==> src/rtl/sipo_deserializer.sv <==
// Serial-in / parallel-out deserializer with a valid/ready word output,
// framing counter and sticky overrun flag.
module sipo_deserializer #(
    parameter int unsigned WIDTH     = 4,
    parameter bit          MSB_FIRST = 1'b1
) (
    input  logic                       clk,
    input  logic                       rst_n,
    input  logic                       s_in,
    input  logic                       s_valid,
    input  logic                       clr,
    input  logic                       p_ready,
    output logic [WIDTH-1:0]           p_out,
    output logic                       p_valid,
    output logic [$clog2(WIDTH+1)-1:0] bit_cnt,
    output logic                       overrun
);

    localparam int unsigned CW = $clog2(WIDTH + 1);

    typedef enum logic {
        IDLE  = 1'b0,
        SHIFT = 1'b1
    } state_e;

    state_e           state_q, state_d;
    logic [WIDTH-1:0] sr_q, sr_d;
    logic [CW-1:0]    cnt_q, cnt_d;
    logic [WIDTH-1:0] p_out_q, p_out_d;
    logic             p_valid_q, p_valid_d;
    logic             overrun_q, overrun_d;
    logic [WIDTH-1:0] shifted;

    // Register update; reset drops any partial or pending word.
    always_ff @(posedge clk or negedge rst_n) begin
        if (!rst_n) begin
            state_q   <= IDLE;
            sr_q      <= '0;
            cnt_q     <= '0;
            p_out_q   <= '0;
            p_valid_q <= 1'b0;
            overrun_q <= 1'b0;
        end else begin
            state_q   <= state_d;
            sr_q      <= sr_d;
            cnt_q     <= cnt_d;
            p_out_q   <= p_out_d;
            p_valid_q <= p_valid_d;
            overrun_q <= overrun_d;
        end
    end

    // Next-state: bit capture, word completion, output handshake, frame restart.
    always_comb begin
        state_d   = state_q;
        sr_d      = sr_q;
        cnt_d     = cnt_q;
        p_out_d   = p_out_q;
        p_valid_d = p_valid_q;
        overrun_d = overrun_q;

        if (MSB_FIRST) begin
            shifted = {sr_q[WIDTH-2:0], s_in};
        end else begin
            shifted = {s_in, sr_q[WIDTH-1:1]};
        end

        // Consumer takes the held word; a completing word below may refill it.
        if (p_valid_q && p_ready) begin
            p_valid_d = 1'b0;
        end

        if (clr) begin
            // Restart framing only; the output holding register is left alone.
            state_d   = IDLE;
            sr_d      = '0;
            cnt_d     = '0;
            overrun_d = 1'b0;
        end else if (s_valid) begin
            sr_d  = shifted;
            cnt_d = cnt_q + CW'(1);
            unique case (state_q)
                IDLE: begin
                    state_d = SHIFT;
                end
                SHIFT: begin
                    if (cnt_q == CW'(WIDTH - 1)) begin
                        state_d = IDLE;
                        cnt_d   = '0;
                        if (!p_valid_q || p_ready) begin
                            p_out_d   = shifted;
                            p_valid_d = 1'b1;
                        end else begin
                            overrun_d = 1'b1;
                        end
                    end
                end
                default: begin
                    state_d = IDLE;
                end
            endcase
        end
    end

    assign p_out   = p_out_q;
    assign p_valid = p_valid_q;
    assign bit_cnt = cnt_q;
    assign overrun = overrun_q;

endmodule

==> config.mk <==
export PLATFORM = sky130hd
export DESIGN_NAME = sipo_deserializer
export DESIGN_NICKNAME = d
export VERILOG_FILES = /design/src/rtl/sipo_deserializer.sv
export SDC_FILE = /design/constraint.sdc
export NUM_CORES = 1
export LEC_CHECK = 0
export CORE_AREA = 3 3 43 45
export CTS_CLUSTER_DIAMETER = 30
export DETAILED_ROUTE_END_ITERATION = 12
export DIE_AREA = 0 0 46 48
export GPL_TIMING_DRIVEN = 0
export PLACE_DENSITY = 0.64
export SYNTH_ARGS = -nofsm -noshare
export SYNTH_HDL_FRONTEND = slang
export SYNTH_SLANG_ARGS = --single-unit
export TNS_END_PERCENT = 5
==> constraint.sdc <==
create_clock -name clk -period 2.5 [get_ports clk]
set_clock_uncertainty 0.05 [all_clocks]
set_input_delay 0.375 -clock clk [delete_from_list [all_inputs] [get_ports clk]]
set_output_delay 0.375 -clock clk [all_outputs]
set_load 0.005 [all_outputs]
### Word-level counts from Yosys, hierarchy flattened

Cells that the tools add are included.
W data, S select, Z words.

* register bits: 13
* input bits: 6
* output and inout port bits: 9
* logic and storage cells: 40

* add/subtract/negate cells: 1
* equal/unequal tests: 2
* muxes and demuxes: 21
* bitwise logic cells: 2
* reduce and logical (&&, ||, !) cells: 8

Operators with widths (count)
* $mux W3: 6
* $mux W1: 14
* $reduce_bool A2 Y1: 3
* $reduce_and A5 Y1: 1
* $reduce_and A4 Y1: 1
* $add A3 B1 Y3 const B: 1
* $eq A3 B2 Y1 const B: 1
* $ne A2 B2 Y1 const B: 1
* $not A1 Y1: 2
* $pmux W1 S2: 1
* $logic_and A1 B1 Y1: 1
* $logic_not A1 Y1: 1
* $logic_or A1 B1 Y1: 1

### Longest topological paths before layout

* depth after elaboration: 7
* mapped depth: 4
* gate-level depth less buffers: 4

### Worst setup path before layout

OpenSTA, ideal clock, no wires.

* path type: register to register
* start: register cnt_q[0], in the netlist bit_cnt[0]
* end: register p_out_q[0], in the netlist p_out[0]
* arrival: 1.391 ns
* required time: 2.325 ns
* path slack: 0.934 ns
* stages on the path, launching flop included: 5
* cell sequence: dfrtp_1 ha_1 nand3b_4 nor4b_4 mux2_4

* cells in the longest elaborated chain, start to end: 2

Ends and longest elaborated chain
* from (decl): line 28 `logic [CW-1:0] cnt_q, cnt_d;`
* from (signal assigned): line 46 `cnt_q <= cnt_d;`
* $eq A3 B2 Y1: line 87 `if (cnt_q == CW'(WIDTH - 1)) begin`
* $reduce_and A5 Y1 (no line)
* to (signal assigned): line 47 `p_out_q <= p_out_d;`
* to (decl): line 29 `logic [WIDTH-1:0] p_out_q, p_out_d;`

Every way passes these cells.
A chain may end at the register's enable or synchronous reset.

### Worst setup path in the final report

* start: register cnt_q[0], in the netlist bit_cnt[0]
* end: register p_out_q[1], in the netlist p_out[1]

The elaborated chain is that of the path after synthesis.

==> run_results.csv <==
group,metric,value,unit
clock_tree,cts_root_buffer,"clkbuf_4",
timing,post-route-period-util,0.684,
job,drv_cap,0,
timing,drv_slew,0,
clock_tree,cts_max_path_buffers,2,
global_routing,grt_start_max_net_pins,14,
clock_tree,clock_sinks,13,
route,vias_per_cell,4.94,
timing,finalHoldViolations,0,
global_routing,grt-ovfl-total,0,
floorplanning,die_area,2210,um^2
power,fin_total_pwr,393,uW
clock_tree,hold_buffers,0,
critical_path,cp_slowest_stage_delay,0.44,ns
cells_and_area,final_common_cell,"dfrtp_1",
outcome,status,"complete, no violations",
route,drc,0,
clock_tree,cts_resized,0,
place,io_buffer_count,12,
clock_tree,cts_made_buffers,3,
global_routing,gr-max-usage-layer,"met2",
worst_hold_path,hold_class,"in2reg",
yosys,syn_avg_cell_area,12.6,um^2
cells_and_area,layout.nets,71,
cells_and_area,fillers,142,
floorplanning,initial_core_util,0.395,
critical_path,cp_num_buf_inv,0,
floorplanning,io_pins,15,
timing,tns,0,ns
global_routing,grt_usage,0.109,
place,routabilityCongestion,0.665,
clock_tree,htree_num_levels,1,
power,powerDensity,517,nW/um^2
route,vias,390,
route,wl,969,um
yosys,synthCells,47,
yosys,yosysSeqAreaShare,0.547,
yosys,post-synth-top-area-cell,"dfrtp_1",
clock_tree,cts_tree,"built",
yosys,synth_area_leaders,"dfrtp_1, mux2_4, mux2i_1",
timing,rsz0062_at_grt,"false",
route,wire_per_inst,12.3,um
global_routing,grt_pass1_vias,356,
yosys,ys_types,19,
route,drt-initial-drc-count,4,
route,ant_nets,0,
floorplanning,chipHeight,48,um
timing,period_minus_slack,1.71,ns
cells_and_area,stdcell_area,761,um^2
critical_path,path_delay_family,"simple AND/OR/NAND/NOR gates",
floorplanning,row_count,14,
global_routing,gr-usage-met2,0.151,
critical_path,critPathArrivalTime,1.82,ns
power,leakage,0.382,nW
critical_path,worst_path_max_delay_cell,"nor4b_4",
global_routing,grt_first_pass_wirelength,1640,um
floorplanning,core,1510,um^2
timing,fmax,585,MHz
floorplanning,die_w,46,um
cells_and_area,drive_gt1_frac,0.206,
critical_path,cp_max_fo,5,
cells_and_area,num_antenna_cells,0,
cells_and_area,multi_input_area,245,um^2
clock_tree,post_cts_buffers,0,
yosys,synthesis.nets,54,
global_routing,gr-usage-met3,0.0489,
cells_and_area,area_growth_syn_to_layout,28.0,%
yosys,ys_ff_latch,13,
clock_tree,clkTransAtPathRegs,0.08,ns
power,irDropWorstVdd,0.258,mV
place,hpwl,692,um
yosys,yosysWarnings,0,
global_routing,antenna_found_initial,0,
timing,worst_pin_slew,0.570,ns
global_routing,use_met1,0.139,
timing,slew_headroom,0.619,
yosys,synth_area,594,um^2
critical_path,start_kind,"flop",
critical_path,end_kind,"flop",
critical_path,crit_chain,"ha_1, nand3b_4, nor4b_4, mux2_4",
critical_path,criticalPathCategory,"reg2reg",
place,place_area,734,um^2
clock_tree,clk_latency,0.27,ns
timing,setup_viol,0,
route,firstDrtPassIters,2,
cells_and_area,seqCellArea,325,um^2
cells_and_area,layout_common_cells,"dfrtp_1, clkdlybuf4s50_1, nor2_1",
critical_path,cp.required,2.61,ns
yosys,synth_top_cell_area_share,0.547,
logic make-up (layout without fill, tap and decap cells):
group / count (synthesis) / count (layout) / synth area share
fa+ha+maj: 1 / 1 / 0.0210
simple gates: 18 / 18 / 0.196
mux: 8 / 8 / 0.168
compound gates: 3 / 3 / 0.0274
buf+inv: 4 / 20 / 0.0400
flops: 13 / 13 / 0.547
registers in the layout, indices dropped and copies added (netlist names):
| register | cells |
|---|---|
| sr_q | 3 |
| state_q | 1 |
| overrun | 1 |
| p_valid | 1 |
| bit_cnt | 3 |
| p_out | 4 |
tightest hold or removal path, cell delays in order:
cell and delay, ns:
buf_6 0.12, nand3_1 0.07, a21oi_1 0.05
through the flow:
stage | util | hold slack, ns | setup slack (ns) | std cells
final | 0.505 | 0.326 | 0.790 | 79
after global routing | 0.505 | 0.339 | 0.703 | 79
after CTS | 0.505 | 0.322 | 0.785 | 79
after detailed placement | 0.488 | 0.442 | 0.594 | 75
after global placement | 0.488 | 0.442 | 0.594 | 75
after floorplan | - | 0.0294 | 0.934 | 47
path summary, 6_finish.rpt:
check                      slack (ns)  cells after the start    endpoint        from
max reg2reg                      0.79                      4    p_out[1]  bit_cnt[0]
min reg2reg                      0.47                      1    p_out[3]    p_out[3]
min                              0.33                      3  bit_cnt[1]     s_valid
max                              0.79                      4    p_out[1]  bit_cnt[0]
max in group asynchronous        1.61                      1    p_out[2]       rst_n
min in group asynchronous        0.41                      1  bit_cnt[0]       rst_n
synthesized netlist by cell type:
cell	n
nand3_1	1
nand3b_1	1
nand2b_1	1
nor3_1	1
nand2_1	4
nor2_1	7
or3_2	1
nor4b_4	1
o22ai_1	1
ha_1	1
buf_2	1
nand3b_4	1
buf_6	1
dfrtp_1	13
mux2i_1	4
inv_2	1
inv_1	1
a21oi_1	2
mux2_4	4
area by class of cell:
type / count / area share
clock buffers: 4 / 0.0345
inverters: 2 / 0.00987
repair buffers: 12 / 0.158
multi-input cells: 30 / 0.322
flip-flops and latches: 13 / 0.428
plain buffers: 2 / 0.0214
well taps: 16 / 0.0263
power breakdown:
group          internal, mW  leakage [nW]  switching (mW)  total (mW)
registers             0.217         0.177         0.00616       0.223
clock network        0.0617        0.0150          0.0665       0.128
logic                0.0234         0.190          0.0183      0.0417
per-layer routing:
layer	wire length, um	share of wire
met5	0	0
met4	8	0.0083
met3	68	0.070
met2	412	0.43
met1	479	0.49
Power figures use the tool's default switching activity.
